<file path="config.mk">
export PLATFORM = sky130hd
export DESIGN_NAME = vga_frame_reader
export DESIGN_NICKNAME = d
export VERILOG_FILES = /design/src/rtl/vga_frame_reader.sv
export SDC_FILE = /design/constraint.sdc
export NUM_CORES = 1
export LEC_CHECK = 0
export BUFFER_PORTS_ARGS = -buffer_cell sky130_fd_sc_hd__clkbuf_2
export CORE_MARGIN = 2
export CORE_UTILIZATION = 45
export DETAILED_ROUTE_END_ITERATION = 8
export PLACE_DENSITY = 0.64
export SLEW_MARGIN = 10
export SYNTH_ARGS = -nofsm -noshare
export SYNTH_HDL_FRONTEND = slang
export SYNTH_SLANG_ARGS = --single-unit
</file>
<file path="constraint.sdc">
create_clock -name clk -period 5.62 [get_ports clk]
set_clock_uncertainty 0.1 [all_clocks]
set_input_delay 0.562 -clock clk [delete_from_list [all_inputs] [get_ports clk]]
set_output_delay 0.562 -clock clk [all_outputs]
set_load 0.02 [all_outputs]
</file>
<file path="src/rtl/vga_frame_reader.sv">
// VGA timing generator that scans a 4x-upscaled frame buffer and drives registered RGB332 and syncs.
// Counter -> address -> memory -> pixel pipeline: every output lags its counter value by three clocks.
module vga_frame_reader #(
   parameter int unsigned H_VISIBLE = 640,
   parameter int unsigned H_FP      = 16,
   parameter int unsigned H_SYNC    = 96,
   parameter int unsigned H_BP      = 48,
   parameter int unsigned V_VISIBLE = 480,
   parameter int unsigned V_FP      = 10,
   parameter int unsigned V_SYNC    = 2,
   parameter int unsigned V_BP      = 33,
   parameter int unsigned IMG_W     = 160
) (
   input  logic        clk,
   input  logic        rst,
   input  logic        display_enable,
   output logic [14:0] read_addr,
   input  logic [7:0]  read_data,
   output logic [2:0]  red,
   output logic [2:0]  green,
   output logic [1:0]  blue,
   output logic        hsync,
   output logic        vsync,
   output logic        frame_start
);

   localparam int unsigned H_TOTAL = H_VISIBLE + H_FP + H_SYNC + H_BP;
   localparam int unsigned V_TOTAL = V_VISIBLE + V_FP + V_SYNC + V_BP;
   localparam int unsigned HW      = $clog2(H_TOTAL);
   localparam int unsigned VW      = $clog2(V_TOTAL);
   localparam int unsigned AW      = 15;

   localparam logic [HW-1:0] H_LAST   = HW'(H_TOTAL - 1);
   localparam logic [VW-1:0] V_LAST   = VW'(V_TOTAL - 1);
   localparam logic [HW-1:0] H_VIS    = HW'(H_VISIBLE);
   localparam logic [VW-1:0] V_VIS    = VW'(V_VISIBLE);
   localparam logic [HW-1:0] HS_START = HW'(H_VISIBLE + H_FP);
   localparam logic [HW-1:0] HS_END   = HW'(H_VISIBLE + H_FP + H_SYNC);
   localparam logic [VW-1:0] VS_START = VW'(V_VISIBLE + V_FP);
   localparam logic [VW-1:0] VS_END   = VW'(V_VISIBLE + V_FP + V_SYNC);

   logic [HW-1:0] h_cnt;
   logic [VW-1:0] v_cnt;
   logic          visible_c;
   logic          hsync_raw_c;
   logic          vsync_raw_c;
   logic          first_c;
   logic [HW-1:0] col_c;
   logic [VW-1:0] row_c;
   logic [AW-1:0] addr_c;

   // Two-stage delay lines so timing flags meet the memory's read_data; syncs held active-low
   logic [1:0]    vis_sr;
   logic [1:0]    hs_sr;
   logic [1:0]    vs_sr;
   logic [1:0]    first_sr;
   logic          frame_active;

   always_ff @(posedge clk or posedge rst) begin
      if (rst) begin
         h_cnt <= '0;
         v_cnt <= '0;
      end else if (h_cnt == H_LAST) begin
         h_cnt <= '0;
         v_cnt <= (v_cnt == V_LAST) ? '0 : v_cnt + VW'(1);
      end else begin
         h_cnt <= h_cnt + HW'(1);
      end
   end

   always_comb begin
      visible_c   = (h_cnt < H_VIS) && (v_cnt < V_VIS);
      hsync_raw_c = !((h_cnt >= HS_START) && (h_cnt < HS_END));
      vsync_raw_c = !((v_cnt >= VS_START) && (v_cnt < VS_END));
      first_c     = (h_cnt == '0) && (v_cnt == '0);
      col_c       = h_cnt >> 2;
      row_c       = v_cnt >> 2;
      addr_c      = AW'(row_c) * AW'(IMG_W) + AW'(col_c);
   end

   // Address holds through blanking so the memory never sees an out-of-image index
   always_ff @(posedge clk or posedge rst) begin
      if (rst) begin
         read_addr    <= '0;
         vis_sr       <= 2'b00;
         hs_sr        <= 2'b11;
         vs_sr        <= 2'b11;
         first_sr     <= 2'b00;
         frame_active <= 1'b0;
      end else begin
         if (visible_c) begin
            read_addr <= addr_c;
         end
         vis_sr   <= {vis_sr[0],   visible_c};
         hs_sr    <= {hs_sr[0],    hsync_raw_c};
         vs_sr    <= {vs_sr[0],    vsync_raw_c};
         first_sr <= {first_sr[0], first_c};
         if (first_c) begin
            frame_active <= display_enable;
         end
      end
   end

   always_ff @(posedge clk or posedge rst) begin
      if (rst) begin
         red         <= 3'd0;
         green       <= 3'd0;
         blue        <= 2'd0;
         hsync       <= 1'b1;
         vsync       <= 1'b1;
         frame_start <= 1'b0;
      end else begin
         if (vis_sr[1] && frame_active) begin
            red   <= read_data[7:5];
            green <= read_data[4:2];
            blue  <= read_data[1:0];
         end else begin
            red   <= 3'd0;
            green <= 3'd0;
            blue  <= 2'd0;
         end
         hsync       <= hs_sr[1];
         vsync       <= vs_sr[1];
         frame_start <= first_sr[1];
      end
   end

endmodule

</file>
* Word level (Yosys, flattened, before mapping)
Cells that the tools add are included.
** Cells by class
- Reduce and logical (&&, ||, !) cells :: 9
- Multipliers :: 1
- Add/sub/neg operators :: 3
- Order comparisons :: 6
- Equality and inequality tests :: 2
- Mux-type cells :: 5
** Operators with widths (number)
- $add 10x1->10 const B :: 2
- $eq 10x10->1 const B :: 2
- $logic_not 10->1 :: 2
- $lt 10x10->1 const B :: 2
- $lt 10x9->1 const B :: 2
- $mux 10 :: 2
- $add 15x8->15 :: 1
- $ge 10x10->1 const B :: 1
- $ge 10x9->1 const B :: 1
- $mul 8x3->10 const B :: 1
- $mux 3 :: 2
- $logic_and 1x1->1 :: 5
- $logic_not 1->1 :: 2
- $mux 2 :: 1
** Storage, ports and cells
- Input bits :: 11
- Bits in registers :: 55
- Word-level logic and storage cells :: 40

* Depth between registers and ports, before layout
Gate-level depths: netlist of run 1.
- Depth after elaboration :: 3
- Mapped depth :: 8
- Depth with buffers taken out :: 8

* Worst setup path after synthesis of run 1
OpenSTA, ideal clock, no wires.
- Path type :: reg-to-reg
- Start :: reg v_cnt[3]
- End :: reg read_addr[13]
- Path slack :: 3075 ps
- Cell stages (with the launch flop) :: 9
- Period minus slack after synthesis :: 2545 ps
- Library setup time :: 141 ps
- Arrival :: 2304 ps
- Required time :: 5379 ps
- Cell sequence :: dfrtp_1 ha_1 ha_1 fa_1 a211oi_1 o21bai_1 xnor2_1 a31o_2 a31oi_1
** Between the ends
- Longest elaborated chain between the ends :: 2
- Elaborated cells between the ends (all ways) :: 4
- Classes of those cells :: add/sub (1); mul (1); order compare (1); reduce/logical (1)
** RTL lines
- from (decl) :: line 43 : logic [VW-1:0] v_cnt;
- from (signal assigned) :: line 65 : v_cnt <= (v_cnt == V_LAST) ? '0 : v_cnt + VW'(1);
- $mul 8x3->10 or $lt 10x9->1 (tied branches) :: line 78, 72
- $add 15x8->15 or $logic_and 1x1->1 (tied branches) :: line 78, 72
- to (signal assigned) :: line 92 : read_addr <= addr_c;
- to (decl) :: line 17 : output logic [14:0] read_addr,
Several ways; a longest one is shown, not always the timed one.
A chain may end at the register's enable or synchronous reset.

* Final worst setup path of run 1
- Start :: reg v_cnt[4]
- End :: reg read_addr[14]
The elaborated chain is that of the path after synthesis.

==> flow_summary.yaml, run 1 <==
layout:
  stdcell_area_mm2: 0.003120
  final_common_cell: "dfrtp_1"
  nets: 315
  final_cell_mix: "dfrtp_1 (49), clkbuf_2 (36), nor2_1 (20), ha_1 (19), o21ai_0 (14)"
  drive_gt1_frac: 0.2570
  fillerInstances: 538
  area.growth.synth_to_final_pct: 12.95
  n_antenna_cell: 0
sta:
  fin_hold_ws_ps: 255.2
  fin_crit_ps: 2813
  maxSlewHeadroom: 0.3880
  rsz0062_at_grt: "false"
  finalWorstSetupSlack_ps: 2807
  setup_violations: 0
  fin_tns_setup_ps: 0
  worst_pin_slew_ps: 917.0
  hold_viol: 0
  final.period_utilization: 0.5006
  fmax_mhz: 355.5
  drv_slew: 0
synthesis:
  synth_area_leaders: "dfrtp_1 (44%), ha_1 (8.6%), dfstp_2 (5.7%)"
  ys_ff_latch: 55
  avgSynthCellArea_um2: 11.28
  synth_warnings: 0
  synth_cell_types: 54
  syn-num-nets: 277
  syn_inst: 245
  yosys.area.top_type: "dfrtp_1"
  synth_edf_count: 0
  synth-seq-area-share: 0.5009
  netlist_area_mm2: 0.002763
  async_flop_share: 1.000
  synthFlopType: "dfrtp_1"
  synth_top_area_frac: 0.4438
setup_path:
  critPathSlowestCell: "nor4b_1"
  cp_top_family: "compound AO/OA/AOI/OAI gates"
  path_class: "flop to flop"
  critPathBufInv: 0
  r2r-end: "read_addr[14]$_DFFE_PP0P_"
  worstPathCellList: "ha_1, ha_1, a211oi_1, nor4b_1, nor4b_1, o41ai_1, a31oi_1"
  ff2ff_path_depth: 7
  r2r-start: "v_cnt[4]$_DFFE_PP0N_"
  arrival_ps: 2940
  crit_required_ps: 5750
  max_stage_delay_ps: 620
  start_kind: "flop"
  path_max_fanout: 8
  reg2reg_slack_ps: 2810
  cp-end-kind: "flop"
cts:
  cts_inserted_buffers: 5
  htree_levels: 2
  cts_tree: "done"
  cts_setup_buffers: 0
  clk_latency_ps: 310
  post_cts_resized: 0
  clk_pin_slew_ps: 100
  cts_sinks: 55
  cts-hold-fix-buffers: 0
  root_buffer: "clkbuf_8"
  cts_buffer_depth: 2
global_route:
  grt_pass1_wl_um: 8466
  grt_max_degree: 56
  overflow: 0
  grt_pass1_vias: 1834
  grt_usage: 0.1640
  antenna_found_initial: 0
die:
  die_w_um: 82.36
  die_y_um: 82.36
  num_rows: 28
  start_util: 0.4666
  die-area_mm2: 0.006782
  ios: 37
  coreArea_mm2: 0.005921
routing:
  drt_iter0_markers: 74
  dr.pass1.iters: 4
  num_vias: 1941
  antenna_left: 0
  drc: 0
  routed_via_density: 5.407
  wl_per_cell_um: 13.86
  routed_wirelength_um: 4976
min_path:
  hold_path_depth: 0
  min_path_type: "flop to flop"
  min_from: "vis_sr[0]$_DFF_PP0_"
  min_to: "vis_sr[1]$_DFF_PP0_"
flow_run:
  drv_cap: 0
place:
  place_ws_ps: 2844
  port_buffers: 36
  hpwl_um: 3640
  place_area_mm2: 0.003023
  gp_congestion: 0.8340
status:
  status: "finished clean"
pwr:
  p_per_area_mw_per_mm2: 207.0
  total_leakage_power_nw: 1.546
  worst_ir_drop_vdd_uv: 121.7
[area by class of cell]
| cell class | instances | area [um^2] | area share |
|---|---|---|---|
| clock buffers | 5 | 68.82 | 0.02205 |
| clock inverters | 3 | 27.53 | 0.008821 |
| inverters | 13 | 50.05 | 0.01604 |
| multi-input cells | 171 | 1309 | 0.4194 |
| flip-flops and latches | 55 | 1384 | 0.4435 |
| well taps | 75 | 93.84 | 0.03007 |
| repair buffers | 37 | 187.7 | 0.06014 |
[worst reg2reg max path, delay by kind of cell, from the launching register on]
kind	cells	cell delay (ps)
compound gates	3	760
fa+ha+maj	2	670
flops	1	470
simple gates	2	740
[registers in the layout, summed over array words and instances (netlist names), 3 cells and up]
register   cells
read_addr     15
h_cnt         10
v_cnt         10
green          3
red            3
[metrics by stage]
stage	cells	power, mW	utilization
6_report	359	0.6460	0.5271
5_1_grt	359	0.6788	0.5271
4_1_cts	359	0.6574	0.5268
3_5_place_dp	351	0.4287	0.5106
3_3_place_gp	351	0.4280	0.5106
2_1_floorplan	245	0.4196	-
[how the worst max path moves through the flow]
stage                                    start                   endpoint  slack (ps)  cells past startpoint
after floorplan           v_cnt[3]$_DFFE_PP0N_  read_addr[13]$_DFFE_PP0P_        3080                      8
after global placement    v_cnt[4]$_DFFE_PP0N_  read_addr[14]$_DFFE_PP0P_        2920                      7
after detailed placement  v_cnt[4]$_DFFE_PP0N_  read_addr[14]$_DFFE_PP0P_        2840                      7
after CTS                 v_cnt[4]$_DFFE_PP0N_  read_addr[14]$_DFFE_PP0P_        2820                      7
after global routing      v_cnt[4]$_DFFE_PP0N_  read_addr[14]$_DFFE_PP0P_        2460                      7
final                     v_cnt[4]$_DFFE_PP0N_  read_addr[14]$_DFFE_PP0P_        2810                      7
[report_power, final]
group	total, mW	internal (mW)	switching (mW)
Sequential	0.400	0.399	0.00126
Clock	0.226	0.0917	0.134
Combinational	0.0200	0.00616	0.0139
Total	0.646	0.497	0.149
[synthesized netlist by cell type (2+ instances only)]
master and count:
and3_1 11, dfrtp_1 49, a31oi_1 4, ha_1 19, nor3b_1 2, clkbuf_1 3, mux2_2 10, nor2b_1 2
o31ai_1 2, nand2_1 10, xor2_1 7, a21oi_1 4, o21ai_0 14, nor3_1 2, buf_2 3, a211oi_1 3
nand4b_1 2, or2_2 2, inv_1 13, nand4_1 4, nor4b_1 3, or4b_2 2, nor4_1 2, nor2_1 20
nand3_1 6, fa_1 2, nand3b_1 2, dfstp_2 6, xnor2_1 11
[per-layer routing]
layer | GRT usage | up-vias | wire length, um
met4 | 0.06333 | 0 | 31
met5 | 0 | - | 0
met1 | 0.2187 | 941 | 2411
met2 | 0.2661 | 41 | 2302
li1 | - | 957 | -
met3 | 0.02826 | 2 | 231
[cell families (layout without fill, tap and decap cells)]
kind of cell | after synthesis | after routing | synth area share
xor+xnor | 18 | 18 | 0.05706
simple gates | 81 | 81 | 0.1744
mux | 11 | 11 | 0.04438
compound gates | 40 | 40 | 0.09557
fa+ha+maj | 21 | 21 | 0.1005
buf+inv | 19 | 58 | 0.02717
flops | 55 | 55 | 0.5009
Power figures use the tool's default switching activity.
==> inputs of run 2 (changes only) <==
--- a/config.mk
+++ b/config.mk
@@ -9,7 +9,7 @@
 export CORE_MARGIN = 2
 export CORE_UTILIZATION = 45
 export DETAILED_ROUTE_END_ITERATION = 8
-export PLACE_DENSITY = 0.64
+export PLACE_DENSITY = 0.66
 export SLEW_MARGIN = 10
 export SYNTH_ARGS = -nofsm -noshare
 export SYNTH_HDL_FRONTEND = slang
==> constraint.sdc (replaced) <==
create_clock -name clk -period 2.3 [get_ports clk]
set_clock_uncertainty 0.1 [all_clocks]
set_input_delay 0.23 -clock clk [delete_from_list [all_inputs] [get_ports clk]]
set_output_delay 0.23 -clock clk [all_outputs]
set_load 0.02 [all_outputs]
==> flow_summary.yaml, run 2 (synthesis results as in run 1) <==
pwr:
  p_comb_frac: 0.033
  p_int_mw: 1.218
  p_clk_frac: 0.357
  worst_ir_drop_vdd_uv: 348.0
  p_sw_mw: 0.3864
  pwr-share-seq: 0.610
  total_leakage_power_nw: 1.714
  p_total_mw: 1.604
  p_per_area_mw_per_mm2: 438.6
  swShare: 0.2409
layout:
  final_cell_mix: "dfrtp_1 (45), clkbuf_2 (36), buf_4 (33), nor2_1 (18), o21ai_0 (13)"
  final_common_cell: "dfrtp_1"
  fin_util: 0.6177
  top_register: "read_addr"
  stdcell_area_mm2: 0.003657
  fin_cells: 394
  drive_gt1_frac: 0.4232
  area.growth.synth_to_final_pct: 32.38
  largestRegisters: "read_addr: 15 flops, h_cnt: 10 flops, v_cnt: 10 flops"
  nets: 350
  n_antenna_cell: 0
  largest_reg_flops: 15
status:
  violations: "negative setup slack"
  status: "finished, violations left"
min_path:
  hold_path_depth: 2
  min_from: "display_enable"
  min_to: "frame_active$_DFFE_PP0P_"
  min_path_type: "primary input to flop"
die:
  die_w_um: 82.36
  die-area_mm2: 0.006782
  coreArea_mm2: 0.005921
  start_util: 0.4666
  die_y_um: 82.36
  num_rows: 28
  ios: 37
cts:
  root_buffer: "clkbuf_8"
  cts_sinks: 55
  clk_pin_slew_ps: 110
  cts_tree: "done"
  cts_inserted_buffers: 5
  htree_levels: 2
  clk_latency_ps: 320
  cts_buffer_depth: 2
sta:
  hold_viol: 0
  rsz0062_at_grt: "true"
  worst_pin_slew_ps: 696.6
  fin_tns_setup_ps: -288.0
  finalWorstSetupSlack_ps: -134.3
  fin_hold_ws_ps: 47.35
  final.period_utilization: 1.058
  fin_crit_ps: 2434
  setup_violations: 3
  fmax_mhz: 410.8
  maxSlewHeadroom: 0.5349
  drv_slew: 0
setup_path:
  ff2ff_path_depth: 9
  start_kind: "flop"
  crit_required_ps: 2390
  r2r-end: "read_addr[14]$_DFFE_PP0P_"
  reg2reg_slack_ps: -130
  arrival_ps: 2530
  path_class: "flop to flop"
  cp-end-kind: "flop"
  path_max_fanout: 3
  r2r-start: "v_cnt[5]$_DFFE_PP0N_"
flow_run:
  drv_cap: 0
global_route:
  grt_pass1_wl_um: 9287
  grt_pass1_vias: 1964
  grt_usage: 0.1816
  antenna_found_initial: 0
  grt_max_degree: 34
  grt_busiest_layer: "met2"
  met3_usage: 0.03913
  met2_usage: 0.2903
  overflow: 0
  grt_util_met1: 0.2500
place:
  dp_cells: 384
  place_area_mm2: 0.003453
  hpwl_um: 4433
  place_ws_ps: -158.0
  port_buffers: 36
  gp_congestion: 0.8346
routing:
  num_vias: 2090
  dr.pass1.iters: 4
  drt_iter0_markers: 80
  routed_via_density: 5.305
  wl_per_cell_um: 15.11
  drc: 0
  routed_wirelength_um: 5952
  antenna_left: 0
-- run 2: cell count changes in the layout (fill, tap and decap cells not counted), moves of 3 or more --
| cell | previous run | this run |
|---|---|---|
| ha_1 | 19 | 10 |
| nor4b_1 | 3 | 0 |
| dfrtp_2 | 0 | 4 |
| buf_4 | 1 | 33 |
| ha_4 | 0 | 9 |
| dfrtp_1 | 49 | 45 |
-- run 2: timing repair --
item | in CTS | in global routing
pin swaps | 8 | 12
resized for setup | 3 | 10
buffers inserted | 1 | 0
endpoints found under the setup margin | 4 | 4
gates cloned | 0 | 0
endpoints found under the hold margin | 27 | 0
hold buffers | 1 | 0
-- run 2: worst max-delay path by stage --
stage / cells after the start / end / start / slack (ps)
finish: 9 / read_addr[14]$_DFFE_PP0P_ / v_cnt[5]$_DFFE_PP0N_ / -130
global route: 9 / read_addr[14]$_DFFE_PP0P_ / v_cnt[5]$_DFFE_PP0N_ / -210
CTS: 8 / read_addr[13]$_DFFE_PP0P_ / v_cnt[4]$_DFFE_PP0N_ / -130
detailed placement: 8 / read_addr[14]$_DFFE_PP0P_ / v_cnt[4]$_DFFE_PP0N_ / -160
global placement: 8 / read_addr[14]$_DFFE_PP0P_ / v_cnt[4]$_DFFE_PP0N_ / -120
floorplan: 8 / read_addr[14]$_DFFE_PP0P_ / v_cnt[5]$_DFFE_PP0N_ / -50
-- run 2: area by class of cell --
class	instances	area, um^2
fill	480	2263
multi-input combinational	171	1569
clock inverter	3	27.53
timing repair buffer	72	460.4
inverter	13	48.80
tap	75	93.84
sequential	55	1389
clock buffer	5	68.82
-- run 2: worst max-delay path, stage by stage, from the launching register on --
cell       delay (ps)
dfrtp_2           460
buf_6             130
ha_4              240
ha_4              280
buf_4             140
a211oi_4           70
or4b_4            530
o2111ai_4         130
nand4bb_1         160
a31oi_1            80
-- run 2: power by group through the flow --
stage                     clock (mW)  combinational, mW  sequential, mW
final                          0.573             0.0528           0.978
after detailed placement           0             0.0532           0.997
after global routing           0.632             0.0604           0.980
after floorplan                    0             0.0195            1.01
after global placement             0             0.0518           0.996
after CTS                      0.587             0.0547           0.978
-- run 2: routing by layer --
| metal | routed length, um | vias to the layer above |
|---|---|---|
| li1 | - | 1028 |
| met1 | 2845 | 1011 |
| met2 | 2789 | 45 |
| met3 | 263 | 6 |
| met4 | 53 | 0 |
| met5 | 0 | - |
==> inputs of run 3 (changes only) <==
--- a/config.mk
+++ b/config.mk
@@ -10,6 +10,7 @@
 export CORE_UTILIZATION = 45
 export DETAILED_ROUTE_END_ITERATION = 8
 export PLACE_DENSITY = 0.66
+export SKIP_CTS_REPAIR_TIMING = 1
 export SLEW_MARGIN = 10
 export SYNTH_ARGS = -nofsm -noshare
 export SYNTH_HDL_FRONTEND = slang
==> flow_summary.yaml, run 3 (synthesis results as in run 1) <==
die:
  die_y_um: 82.36
  ios: 37
  start_util: 0.4666
  die_w_um: 82.36
  coreArea_mm2: 0.005921
  die-area_mm2: 0.006782
  num_rows: 28
layout:
  final_cell_mix: "dfrtp_1 (45), clkbuf_2 (36), buf_4 (35), nor2_1 (18), o21ai_0 (13)"
  top_register: "read_addr"
  largestRegisters: "read_addr: 15 flops, h_cnt: 10 flops, v_cnt: 10 flops"
  stdcell_area_mm2: 0.003591
  fillerInstances: 488
  final_common_cell: "dfrtp_1"
  largest_reg_flops: 15
  area.growth.synth_to_final_pct: 29.98
  register_area_mm2: 0.001389
  multi_input_area_mm2: 0.001510
  drive_gt1_frac: 0.4138
  n_antenna_cell: 0
  nets: 350
global_route:
  grt_max_degree: 34
  antenna_found_initial: 0
  grt_usage: 0.1805
  grt_pass1_wl_um: 9246
  overflow: 0
  grt_pass1_vias: 1962
cts:
  cts_sinks: 55
  clk_latency_ps: 320
  root_buffer: "clkbuf_8"
  cts_inserted_buffers: 5
  cts_tree: "done"
  clk_pin_slew_ps: 110
  cts_buffer_depth: 2
  htree_levels: 2
status:
  violations: "negative setup slack"
  status: "finished, violations left"
setup_path:
  max_stage_delay_ps: 450
  r2r-start: "v_cnt[4]$_DFFE_PP0N_"
  arrival_ps: 2560
  critPathBufInv: 1
  path_max_fanout: 4
  reg2reg_slack_ps: -120
  path_class: "flop to flop"
  critPathSlowestCell: "dfrtp_2"
  ff2ff_path_depth: 8
  cp_top_family: "compound AO/OA/AOI/OAI gates"
  worstPathCellList: "ha_4, buf_4, fa_2, a211oi_4, o21bai_4, xnor2_2, a31o_2, a31oi_1"
  cp-end-kind: "flop"
  crit_required_ps: 2430
  start_kind: "flop"
  r2r-end: "read_addr[13]$_DFFE_PP0P_"
routing:
  num_vias: 2086
  routed_wirelength_um: 5801
  antenna_left: 0
  drt_iter0_markers: 91
  dr.pass1.iters: 4
  wl_per_cell_um: 14.72
  drc: 0
  routed_via_density: 5.294
sta:
  hold_viol: 0
  rsz0062_at_grt: "true"
  fin_crit_ps: 2424
  fmax_mhz: 412.5
  worst_pin_slew_ps: 694.6
  final.period_utilization: 1.054
  setup_violations: 3
  drv_slew: 0
  maxSlewHeadroom: 0.5363
  finalWorstSetupSlack_ps: -124.0
pwr:
  p_comb_frac: 0.033
  worst_ir_drop_vdd_uv: 328.0
  p_sw_mw: 0.3839
  p_int_mw: 1.217
  pwr-share-seq: 0.611
  p_per_area_mw_per_mm2: 445.9
  total_leakage_power_nw: 1.711
  p_clk_frac: 0.356
  p_total_mw: 1.601
  swShare: 0.2397
min_path:
  min_path_type: "primary input to flop"
  min_from: "display_enable"
  hold_path_depth: 2
  min_to: "frame_active$_DFFE_PP0P_"
place:
  place_area_mm2: 0.003453
  port_buffers: 36
  place_ws_ps: -158.0
  gp_congestion: 0.8346
  hpwl_um: 4433
flow_run:
  drv_cap: 0
[run 3: layer usage]
layer | part of all wire | wire length, um | GRT usage
met2 | 0.46 | 2695 | 0.2895
met1 | 0.48 | 2769 | 0.2474
met4 | 0.0095 | 55 | 0.04833
met5 | 0 | 0 | 0
met3 | 0.048 | 281 | 0.03913
[run 3: power by group through the flow]
stage / Sequential [mW] / Clock [mW] / Combinational (mW)
6_report: 0.978 / 0.570 / 0.0528
5_1_grt: 0.980 / 0.632 / 0.0604
4_1_cts: 0.978 / 0.587 / 0.0534
3_5_place_dp: 0.997 / 0 / 0.0532
3_3_place_gp: 0.996 / 0 / 0.0518
2_1_floorplan: 1.01 / 0 / 0.0195
[run 3: per-stage QoR]
step                  util  hold slack, ps  instances  TNS (ps)
floorplan                -           231.2        245    -87.12
global placement    0.5833           232.8        384    -288.1
detailed placement  0.5833           239.7        384    -400.1
CTS                 0.5995          -92.85        392    -489.2
global route        0.6065           51.58        394    -582.4
finish              0.6065           46.74        394    -270.3
[run 3: worst max-delay path by stage]
stage / start / end / slack [ps] / cells after the start
2_1_floorplan: v_cnt[5]$_DFFE_PP0N_ / read_addr[14]$_DFFE_PP0P_ / -50 / 8
3_3_place_gp: v_cnt[4]$_DFFE_PP0N_ / read_addr[14]$_DFFE_PP0P_ / -120 / 8
3_5_place_dp: v_cnt[4]$_DFFE_PP0N_ / read_addr[14]$_DFFE_PP0P_ / -160 / 8
4_1_cts: v_cnt[5]$_DFFE_PP0N_ / read_addr[13]$_DFFE_PP0P_ / -190 / 8
5_1_grt: v_cnt[5]$_DFFE_PP0N_ / read_addr[14]$_DFFE_PP0P_ / -210 / 9
6_report: v_cnt[4]$_DFFE_PP0N_ / read_addr[13]$_DFFE_PP0P_ / -120 / 8
[run 3: worst register-to-register path: cells and delay by family, from the launching register on]
kind | cells | cell delay [ps]
AO/OA/AOI/OAI | 4 | 880
XOR/XNOR | 1 | 110
adder cells (fa/ha/maj) | 2 | 670
buffers and inverters | 1 | 130
flip-flops | 1 | 450
[run 3: cell type report]
| type | count | area share |
|---|---|---|
| Inverter | 13 | 0.01359 |
| Clock inverter | 3 | 0.007666 |
| Sequential cell | 55 | 0.3868 |
| Tap cell | 75 | 0.02613 |
| Clock buffer | 5 | 0.01916 |
| Timing Repair Buffer | 72 | 0.1261 |
| Multi-Input combinational cell | 171 | 0.4206 |
